$ cat src/rtl/bus_arbiter_rr4_pkg.sv
// Shared types and constants for the 4-way round-robin write-bus arbiter.
// Requester indices name the fixed bus clients.
package bus_arbiter_rr4_pkg;

  typedef enum logic {
    ARB_IDLE = 1'b0,
    ARB_BUSY = 1'b1
  } arb_state_e;

  localparam logic [1:0] ARB_REQ_ALU = 2'd0;
  localparam logic [1:0] ARB_REQ_LD  = 2'd1;
  localparam logic [1:0] ARB_REQ_CSR = 2'd2;
  localparam logic [1:0] ARB_REQ_DBG = 2'd3;

  function automatic logic [3:0] onehot4(input logic [1:0] idx);
    logic [3:0] oh;
    oh      = '0;
    oh[idx] = 1'b1;
    return oh;
  endfunction

endpackage

$ cat src/rtl/bus_arbiter_rr4_pick.sv
// Combinational round-robin picker: first unmasked requester after ptr,
// searching ptr+1, ptr+2, ptr+3, ptr (mod 4).
module rr_priority_pick4 (
  input  logic [3:0] req,
  input  logic [1:0] ptr,
  input  logic [3:0] mask,
  output logic [1:0] pick_idx,
  output logic       pick_any
);

  logic [3:0] cand;
  logic [1:0] idx;

  assign cand = req & ~mask;

  // Walk the search order backwards so the nearest candidate is written last.
  always_comb begin
    pick_idx = '0;
    pick_any = 1'b0;
    idx      = '0;
    for (int k = 4; k >= 1; k--) begin
      idx = ptr + 2'(k);
      if (cand[idx]) begin
        pick_idx = idx;
        pick_any = 1'b1;
      end
    end
  end

endmodule

$ cat src/rtl/bus_arbiter_rr4.sv
// Round-robin arbiter for the shared write bus: registered one-hot grant,
// tenure bounded to MAX_HOLD beats, data mux of the granted requester.
//
//   state    | meaning
//   ARB_IDLE | no grant held; arbitrate any pending request from ptr
//   ARB_BUSY | grant_idx owns the bus; end tenure on drop, last or hold limit
module bus_arbiter_rr4
  import bus_arbiter_rr4_pkg::*;
#(
  parameter int DATA_W   = 32,
  parameter int MAX_HOLD = 8
) (
  input  logic                  clk,
  input  logic                  rst_n,
  input  logic [3:0]            req,
  input  logic [3:0]            last,
  input  logic [4*DATA_W-1:0]   in_data,
  output logic [3:0]            grant,
  output logic [1:0]            grant_idx,
  output logic                  grant_valid,
  output logic [DATA_W-1:0]     bus_data,
  output logic                  bus_valid
);

  localparam int CNT_W = (MAX_HOLD <= 2) ? 1 : $clog2(MAX_HOLD);
  localparam logic [CNT_W-1:0] HOLD_LAST = CNT_W'(MAX_HOLD - 1);

  arb_state_e       state_q, state_d;
  logic [1:0]       grant_idx_q, grant_idx_d;
  logic             grant_valid_q, grant_valid_d;
  logic [1:0]       ptr_q, ptr_d;
  logic [CNT_W-1:0] beat_cnt_q, beat_cnt_d;

  logic       busy;
  logic [1:0] pick_ptr;
  logic [3:0] pick_mask;
  logic [1:0] pick_idx;
  logic       pick_any;
  logic       end_drop, end_last, end_hold, tenure_end;

  assign busy = (state_q == ARB_BUSY);

  // Once busy, the current owner is both the rotation origin and excluded.
  assign pick_ptr  = busy ? grant_idx_q : ptr_q;
  assign pick_mask = busy ? onehot4(grant_idx_q) : 4'b0000;

  rr_priority_pick4 u_pick (
    .req      (req),
    .ptr      (pick_ptr),
    .mask     (pick_mask),
    .pick_idx (pick_idx),
    .pick_any (pick_any)
  );

  assign grant       = grant_valid_q ? onehot4(grant_idx_q) : 4'b0000;
  assign grant_idx   = grant_idx_q;
  assign grant_valid = grant_valid_q;
  assign bus_valid   = grant_valid_q & req[grant_idx_q];

  always_comb begin
    bus_data = '0;
    for (int i = 0; i < 4; i++) begin
      if (grant_valid_q && (grant_idx_q == 2'(i))) begin
        bus_data = in_data[i*DATA_W +: DATA_W];
      end
    end
  end

  assign end_drop   = ~req[grant_idx_q];
  assign end_last   = bus_valid & last[grant_idx_q];
  assign end_hold   = bus_valid & (beat_cnt_q == HOLD_LAST);
  assign tenure_end = busy & (end_drop | end_last | end_hold);

  always_comb begin
    state_d       = state_q;
    grant_idx_d   = grant_idx_q;
    grant_valid_d = grant_valid_q;
    ptr_d         = ptr_q;
    beat_cnt_d    = beat_cnt_q;
    case (state_q)
      ARB_IDLE: begin
        if (pick_any) begin
          state_d       = ARB_BUSY;
          grant_idx_d   = pick_idx;
          grant_valid_d = 1'b1;
          beat_cnt_d    = '0;
        end
      end
      ARB_BUSY: begin
        if (tenure_end) begin
          ptr_d      = grant_idx_q;
          beat_cnt_d = '0;
          if (pick_any) begin
            grant_idx_d = pick_idx;
          end else if (end_hold && !end_last) begin
            // Sole requester cut off by the hold limit keeps the bus.
            grant_idx_d = grant_idx_q;
          end else begin
            state_d       = ARB_IDLE;
            grant_idx_d   = '0;
            grant_valid_d = 1'b0;
          end
        end else if (bus_valid) begin
          beat_cnt_d = beat_cnt_q + 1'b1;
        end
      end
      default: state_d = ARB_IDLE;
    endcase
  end

  always_ff @(posedge clk or negedge rst_n) begin
    if (!rst_n) begin
      state_q       <= ARB_IDLE;
      grant_idx_q   <= '0;
      grant_valid_q <= 1'b0;
      ptr_q         <= 2'd3;
      beat_cnt_q    <= '0;
    end else begin
      state_q       <= state_d;
      grant_idx_q   <= grant_idx_d;
      grant_valid_q <= grant_valid_d;
      ptr_q         <= ptr_d;
      beat_cnt_q    <= beat_cnt_d;
    end
  end

endmodule
$ cat config.mk
export PLATFORM = sky130hd
export DESIGN_NAME = bus_arbiter_rr4
export DESIGN_NICKNAME = d
export VERILOG_FILES = /design/src/rtl/bus_arbiter_rr4_pkg.sv /design/src/rtl/bus_arbiter_rr4_pick.sv /design/src/rtl/bus_arbiter_rr4.sv
export SDC_FILE = /design/constraint.sdc
export NUM_CORES = 1
export LEC_CHECK = 0
export CAP_MARGIN = 20
export CORE_MARGIN = 2
export CORE_UTILIZATION = 33
export CTS_CLUSTER_DIAMETER = 200
export DETAILED_ROUTE_END_ITERATION = 6
export GPL_TIMING_DRIVEN = 1
export PLACE_DENSITY = 0.89
export SYNTH_ARGS = -nofsm -noshare
export SYNTH_HDL_FRONTEND = slang
export SYNTH_SLANG_ARGS = --single-unit
$ cat constraint.sdc
create_clock -name clk -period 5 [get_ports clk]
set_input_delay 1.25 -clock clk [delete_from_list [all_inputs] [get_ports clk]]
set_output_delay 1.25 -clock clk [all_outputs]
set_load 0.1 [all_outputs]
==> results of run 1 <==
==> per-layer routing <==
metal / global-route usage / up-vias / part of all wire
met1: 0.271 / 1002 / 0.36
li1: - / 1011 / -
met2: 0.450 / 92 / 0.54
met5: 0 / - / 0
met4: 0.0536 / 0 / 0.015
met3: 0.0640 / 10 / 0.088
==> logic make-up (layout without fill, tap and decap cells) <==
family | after synthesis | after routing | synth area share
AO/OA/AOI/OAI | 30 | 30 | 0.144
adder cells (fa/ha/maj) | 2 | 2 | 0.0139
buffers and inverters | 18 | 187 | 0.0522
flip-flops | 9 | 9 | 0.127
multiplexers | 46 | 46 | 0.473
AND/OR/NAND/NOR | 63 | 63 | 0.191
==> synthesized netlist by cell type, types with 3 or more instances <==
master	instances	area, sq um
sky130_fd_sc_hd__mux4_2	30	676
sky130_fd_sc_hd__mux2i_1	11	110
sky130_fd_sc_hd__inv_1	3	11.3
sky130_fd_sc_hd__nand2_1	9	33.8
sky130_fd_sc_hd__buf_2	6	30.0
sky130_fd_sc_hd__clkbuf_1	5	18.8
sky130_fd_sc_hd__and2_1	30	188
sky130_fd_sc_hd__o21ai_0	5	25.0
sky130_fd_sc_hd__a221o_1	4	40.0
sky130_fd_sc_hd__dfrtp_1	7	175
sky130_fd_sc_hd__nor3_1	3	15.0
sky130_fd_sc_hd__nor2_1	13	48.8
sky130_fd_sc_hd__mux2_2	3	33.8
sky130_fd_sc_hd__a22o_1	4	35.0
==> sequential cells by signal (all words and copies together) (netlist names) <==
name         flops
beat_cnt_q       3
ptr_q            2
busy             1
grant_idx        2
grant_valid      1
==> area by class of cell <==
cell class | instances | area (sq um)
timing repair buffer | 180 | 1710
tap | 70 | 87.6
sequential | 9 | 230
clock buffer | 4 | 45.0
fill | 395 | 1600
inverter | 3 | 11.3
multi-input combinational | 141 | 1490
==> stage by stage <==
stage	total power [uW]	instances	hold slack (ns)
CTS	2750	407	0.534
finish	2740	407	0.538
detailed placement	2660	403	0.521
global route	2860	407	0.558
global placement	2630	403	0.496
floorplan	2160	168	0.477
==> path summary, 6_finish.rpt <==
kind	slack, ns	end	startpoint	cells past startpoint
hold reg to reg	0.54	beat_cnt_q[2]$_DFFE_PN0P_	beat_cnt_q[2]$_DFFE_PN0P_	2
max in group asynchronous	3.37	ptr_q[1]$_DFFE_PN1P_	rst_n	1
min in group asynchronous	1.30	beat_cnt_q[0]$_DFFE_PN0P_	rst_n	1
hold / removal	0.54	beat_cnt_q[2]$_DFFE_PN0P_	beat_cnt_q[2]$_DFFE_PN0P_	2
setup reg to reg	2.65	beat_cnt_q[2]$_DFFE_PN0P_	grant_idx[1]$_DFFE_PN0P_	5
setup / recovery	0.96	grant[2]	grant_idx[1]$_DFFE_PN0P_	3
==> where the power goes <==
part	internal [uW]	switching [uW]
clock network	55.8	31.5
logic	768	1670
registers	112	106
total	935	1810
==> tightest hold or removal path: cells and delay by family, from the launching register on <==
kind	cells	cell delay, ns
DFF	1	0.37
buffers and inverters	1	0.06
muxes	1	0.06
==> results.md, run 1 <==
Placement:
- In this run the tool buffered the top-level ports with 177 buffer cells.
- Timing analysis after detailed placement gives a worst setup slack of 1.05 ns.
- After detailed placement, the total cell area comes to around 3500 sq um.
- At the end of routability-driven placement, the weighted congestion stood at 0.998.
- Summed over all nets, the half-perimeter wirelength after detailed placement is 6180 um.

Power and ir drop:
- In this run the static leakage power is 0.00140 uW.
- The worst vdd rail ir drop is 0.000498 V.
- The total power density per cell area is 768 nW/um^2.

Worst setup path:
- The largest single stage delay on the critical path is 1.18 ns.
- The signal on the critical path passes through nand2_1 > nor2_2 > clkdlybuf4s50_1.
- The library cell contributing the largest single delay on the critical path is sky130_fd_sc_hd__clkdlybuf4s50_1.
- The worst path buffer plus inverter count is 1.
- Along the worst path, the maximum fanout reaches 43.
- The worst path arrival time is 2.79 ns.
- STA classifies the critical path endpoint as an output port.
- The critical path launch point type is a flip-flop.
- The required time reported for the critical path endpoint is 3.75 ns.
- Broken down by cell family, the worst path's largest delay share belongs to buffers and inverters.
- The critical path in this run is classified as reg -> out.

Floorplanning:
- The x dimension of the die is between 70 and 80 um.
- The initial core utilization is 0.348.
- The die span in y is 77.8 um.
- After floorplanning, the core was sized to cover 5170 sq um.
- The overall die area is 6060 sq um.
- Pin placement for this block handled 178 I/O pins.
- The number of placement rows is 26.

Layout:
- The most frequent standard cell in the layout excluding fill and tap cells is sky130_fd_sc_hd__clkdlybuf4s50_1.
- In the layout the commonest cells are sky130_fd_sc_hd__clkdlybuf4s50_1 (142), sky130_fd_sc_hd__buf_4 (38), sky130_fd_sc_hd__mux4_2 (30), sky130_fd_sc_hd__and2_1 (30), sky130_fd_sc_hd__nor2_1 (12).
- The count of inserted antenna diode cells is 0.
- The share of post-route cells with drive strength above 1 is 0.255.
- The design area is ~3600 sq um.
- The area growth from synthesis to layout is 98.5%.
- For this run, the share of the core covered by cells in the final layout is 0.690.
- The final layout contains 478 nets.

Timing:
- The relative max-transition margin is 0.348.
- The sum of negative setup slack is 0 ns.
- Of the available clock period, the critical path in the final layout requires 0.808.
- The pin slew with the least headroom to its limit is 0.976 ns.
- For the final database, setup skew stands at approximately 0.0075 ns.
- Across all setup checks in the final design, the least slack found is 0.960 ns.
- The final count of pins violating max slew is 0.
- The upper clock frequency limit is 248 MHz.
- The total count of hold-check failures in the final report came to 0.
- Setup repair after global routing left no endpoint under its margin.
- Setup violations remaining at the end of the flow were counted as 0.
- The worst path needs 4.04 ns of the cycle, external delays included.

Clock tree:
- The TritonCTS clock tree is yes.
- The clock passes through at most 2 buffers.
- The clock transition time at the flip-flop clock pins of the worst setup and hold paths is about 0.050 ns.
- The cell sitting at the root of the clock tree is a sky130_fd_sc_hd__clkbuf_8.
- The number of resized instances in the post-cts repair step is 0.
- The buffer count from post-CTS setup fixing is 0.
- The source-to-sink clock delay at the later pin of the worst-skew pair is roughly 0.24 ns.
- The number of sinks on the clock net is 9.
- In this run the number of H-tree levels came out at 1.
- The hold-fix buffer count after cts is 0.
- The total clock buffers created by CTS is 3.

Worst hold path:
- In this run the worst hold path is classified as reg -> reg.

Run:
- The number of violations of the max-capacitance limit is 0.

Global route:
- The first-pass GRT wire length is 11400 um.
- The initial antenna violation count is 0.
- Entering global routing, the biggest net connects 44 pins.
- The number of global-route vias before repair came to 2174.
- The overall routing resource usage is 0.241.
- The total overflow left after global routing is 0.

Route:
- The detail-routed via count per cell is 5.20.
- For this block, the via count after detailed routing is 2115.
- The number of remaining DRC errors is 0.
- For this block, the routed nets add up to 7430 um of wire.
- The number of iterations in the first detailed-routing pass is 4.
- In this run, the number of DRC markers left after iteration 0 of detailed routing was just under 90.
- The detailed-route wire length per cell is 18.3 um.
- The remaining antenna violation count is 0.

Logic synthesis:
- The area of the mapped netlist is ~1800 sq um.
- Synthesis produced a netlist with a net count of ~300.
- The number of warnings issued by yosys is 0.
- Counting flops and latches in the post-synthesis netlist gives 9.
- In the synthesized netlist, the number of instances is 168.
- In the synthesized netlist the dominant register cell turns out to be sky130_fd_sc_hd__dfrtp_1.
- For this run, the register share of the synthesized area comes to 0.127.
- The synthesized area per cell is 10.7 sq um.
- The synthesized design contains 0 enable-type register cells.
- After synthesis, the share of flip-flops with an asynchronous set or reset is 1.00.
- The synthesized netlist contains 39 unique library cells.

Status:
- The flow ran to the end, and the final reports show no timing, DRC or antenna violations.
No activity file was read; power rests on OpenSTA's default activity.
==> run 2: changes to the inputs <==
--- a/config.mk
+++ b/config.mk
@@ -7,11 +7,11 @@
 export LEC_CHECK = 0
 export CAP_MARGIN = 20
 export CORE_MARGIN = 2
-export CORE_UTILIZATION = 33
+export CORE_UTILIZATION = 27
 export CTS_CLUSTER_DIAMETER = 200
 export DETAILED_ROUTE_END_ITERATION = 6
 export GPL_TIMING_DRIVEN = 1
-export PLACE_DENSITY = 0.89
+export PLACE_DENSITY = 0.78
 export SYNTH_ARGS = -nofsm -noshare
 export SYNTH_HDL_FRONTEND = slang
 export SYNTH_SLANG_ARGS = --single-unit
==> constraint.sdc (replaced) <==
create_clock -name clk -period 3.6 [get_ports clk]
set_input_delay 0.9 -clock clk [delete_from_list [all_inputs] [get_ports clk]]
set_output_delay 0.9 -clock clk [all_outputs]
set_load 0.1 [all_outputs]
==> run 2 against run 1 <==
Effect of this change: hold slack got worse by 0.010 ns; die area increased by 21%; sequential share of layout area decreased by 0.74 points; power increased by 63%; critical path depth increased by 2; largest power group unchanged.
==> results.md, run 2 (same netlist as run 1, synthesis figures left out) <==
Timing:
- Unrepaired setup endpoints after global routing: false (unchanged).
- The clock skew is 0.00667 ns (was 0.00754 ns).
- Of the available clock period, the critical path in the final layout requires 0.903.
- The relative max-transition margin is 0.618 (was 0.348).
- The number of failing setup endpoints in the final timing report came to 0 (unchanged).
- The total count of hold-check failures in the final report is 0 (unchanged).
- The upper clock frequency limit is 308 MHz.
- The routed design could run at a clock period as short as ~3.3 ns.
- The sum of negative setup slack is 0 ns (unchanged).
- The pin slew with the least headroom to its limit came to 0.573 ns (was 0.976 ns).
- The final count of pins violating max slew is 0 (unchanged).

Route:
- The detailed-route wire length per cell is 18.5 um (was 18.3 um).
- The detail-routed via count per cell is 5.22 (was 5.20).
- The final routed wirelength across all metal layers is 7710 um (was 7430 um).
- The number of remaining DRC errors is 0 (unchanged).
- The number of DRC markers after the initial detailed-route iteration is 56 (was 87).
- The number of iterations in the first detailed-routing pass is 4 (unchanged).
- The remaining antenna violation count came to 0 (unchanged).
- The number of vias after detailed routing is 2170 (was 2115).

Floorplanning:
- The x dimension of the die is 85.6 um (was 77.8 um).
- The die span in y came to 85.6 um (was 77.8 um).
- The overall die area was 7330 sq um (was 6060 sq um).
- The initial core utilization is 0.282 (was 0.348).
- The number of placement rows is 29 (was 26).
- The count of pins on the block boundary is 178 (unchanged).
- The area of the core was 6390 sq um (was 5170 sq um).

Clock tree:
- The clock transition time at the flip-flop clock pins of the worst setup and hold paths is 0.04 ns (was 0.05 ns).
- The maximum buffer depth of the clock tree is 2 (unchanged).
- The buffer count from post-CTS setup fixing came to 0 (unchanged).
- The H-tree level count is 1 (unchanged).
- The buffer cell driving the clock tree root is sky130_fd_sc_hd__clkbuf_8 (unchanged).
- The number of resized instances in the post-cts repair step is 0 (unchanged).
- The number of sinks on the clock net came to 9 (unchanged).
- The hold-fix buffer count after cts was 0 (unchanged).
- The TritonCTS clock tree is yes (unchanged).
- The total clock buffers created by CTS is 3 (unchanged).
- The source-to-sink clock delay at the later pin of the worst-skew pair is 0.23 ns (was 0.24 ns).

Worst setup path:
- The type of element capturing the critical path is an output port (unchanged).
- The launch point of the worst reg-to-reg path is grant_idx[0]$_DFFE_PN0P_ (was grant_idx[1]$_DFFE_PN0P_).
- The number of logic stages on the critical path including buffering was 5 (was 3).
- The type of the worst setup path is in -> out (was reg -> out).
- The worst path arrival time is 2.35 ns (was 2.79 ns).
- The critical-path maximum fanout is 8 (was 43).
- The worst path buffer plus inverter count is 2 (was 1).
- The required time reported for the critical path endpoint is 2.70 ns (was 3.75 ns).
- The library cell contributing the largest single delay on the critical path was sky130_fd_sc_hd__clkdlybuf4s50_1 (unchanged).
- The worst setup slack for register-to-register paths came to 1.08 ns (was 2.65 ns).
- The reg-to-reg endpoint is beat_cnt_q[2]$_DFFE_PN0P_ (unchanged).
- The top cell family by delay on the critical path is buffers and inverters (unchanged).
- Worst-path cell chain: clkdlybuf4s50_1 > mux2_4 > mux2i_1 > nor2_2 > buf_12 (was nand2_1 > nor2_2 > clkdlybuf4s50_1).
- The critical path launch point type is a primary input (was flip-flop).
- The critical path's largest stage delay is 0.53 ns (was 1.18 ns).
- The count of cells along the worst register-to-register path is 6 (was 5).

Worst hold path:
- The origin of the worst min-delay path is beat_cnt_q[1]$_DFFE_PN0P_ (was beat_cnt_q[2]$_DFFE_PN0P_).
- The number of cells on the worst hold path was 2 (unchanged).
- The path category of the worst min-delay check was reg -> reg (unchanged).
- The endpoint of the worst hold-timing path was beat_cnt_q[1]$_DFFE_PN0P_ (was beat_cnt_q[2]$_DFFE_PN0P_).

Run:
- The number of violations of the max-capacitance limit is 0 (unchanged).

Power and ir drop:
- The worst vdd rail ir drop is 0.000971 V (was 0.000498 V).
- The leakage power total is 0.00155 uW (was 0.00140 uW).
- The total power consumption of the routed design is 4470 uW (was 2740 uW).
- The total power density per cell area is 1100 nW/um^2 (was 768 nW/um^2).

Global route:
- The total congestion overflow after global routing came to 0 (unchanged).
- The pin count of the biggest net entering global routing came to 37 (was 44).
- The number of global-route vias before repair was 2114 (was 2174).
- The first-pass GRT wire length is 11500 um (was 11400 um).
- The overall routing resource usage was 0.198 (was 0.241).
- The initial antenna violation count is 0 (unchanged).

Layout:
- The area taken by multi-input logic gates is 1510 sq um (was 1490 sq um).
- The area growth from synthesis to layout is 126% (was 98.5%).
- The most frequent standard cell in the layout excluding fill and tap cells was sky130_fd_sc_hd__clkdlybuf4s50_1 (unchanged).
- The total area of sequential cells is 231 sq um (was 230 sq um).
- The share of post-route cells with drive strength above 1 is 0.292 (was 0.255).
- Most used cells in the layout excluding fill and tap cells: sky130_fd_sc_hd__clkdlybuf4s50_1 (137), sky130_fd_sc_hd__buf_12 (36), sky130_fd_sc_hd__mux4_2 (30), sky130_fd_sc_hd__and2_1 (30) (was sky130_fd_sc_hd__clkdlybuf4s50_1 (142), sky130_fd_sc_hd__buf_4 (38), sky130_fd_sc_hd__mux4_2 (30), sky130_fd_sc_hd__and2_1 (30), sky130_fd_sc_hd__nor2_1 (12)).
- The flip-flop count of the largest register, all copies and words added is 3 (unchanged).
- The final-layout fill cell count is 499 (was 395).
- The count of inserted antenna diode cells is 0 (unchanged).
- The register containing the most flip-flops in the final layout is beat_cnt_q (unchanged).
- The number of nets in the layout came to 480 (was 478).

Placement:
- The final weighted congestion of routability-driven global placement is 0.875 (was 0.998).
- The count of port buffers added during placement was 177 (unchanged).
- The half-perimeter wire length of the detailed placement result came to 6540 um (was 6180 um).

Status:
- Result of the run: finished clean (unchanged).
## run 2: cell count changes in the layout (fill, tap and decap cells not counted), sizes merged
cell           before  now
buf                38   45
clkdlybuf4s50     142  137
## run 2: layout make-up
cell class	count	area share
sequential	9	0.0570
tap	77	0.0237
multi-input combinational	141	0.373
clock buffer	4	0.0111
inverter	3	0.00278
timing repair buffer	182	0.532
## run 2: per-layer routing
| metal | routed length [um] | share of wire | GRT usage |
|---|---|---|---|
| met1 | 2900 | 0.38 | 0.242 |
| met5 | 0 | 0 | 0 |
| met2 | 4080 | 0.53 | 0.357 |
| met3 | 527 | 0.068 | 0.0404 |
| met4 | 194 | 0.025 | 0.0476 |
## run 2: worst max-delay path by stage
stage                                  start      endpoint
CTS                                   req[1]     bus_valid
detailed placement                    req[1]     bus_valid
global placement                      req[1]     bus_valid
finish                                req[1]     bus_valid
global route                          req[1]     bus_valid
floorplan           grant_idx[0]$_DFFE_PN0P_  bus_data[12]
## run 2: per-stage QoR
step           hold slack (ns)  std cells  instance area (sq um)   util  worst slack (ns)
6_report                 0.528        416                   4060  0.635             0.349
5_1_grt                  0.542        416                   4060  0.635             0.255
4_1_cts                  0.531        416                   4060  0.635             0.355
3_5_place_dp             0.521        412                   4010  0.628             0.362
3_3_place_gp             0.499        412                   4010  0.628             0.393
2_1_floorplan            0.477        168                   1840      -            0.0418
## run 2: report_power, final
group	internal (uW)	switching (uW)
clock	76.8	36.2
combinational	1610	2400
sequential	156	187
## run 2: tightest hold or removal path: stages (launching register included)
cell                      delay [ns]
sky130_fd_sc_hd__dfrtp_1        0.37
sky130_fd_sc_hd__inv_1          0.05
sky130_fd_sc_hd__mux2i_1        0.06
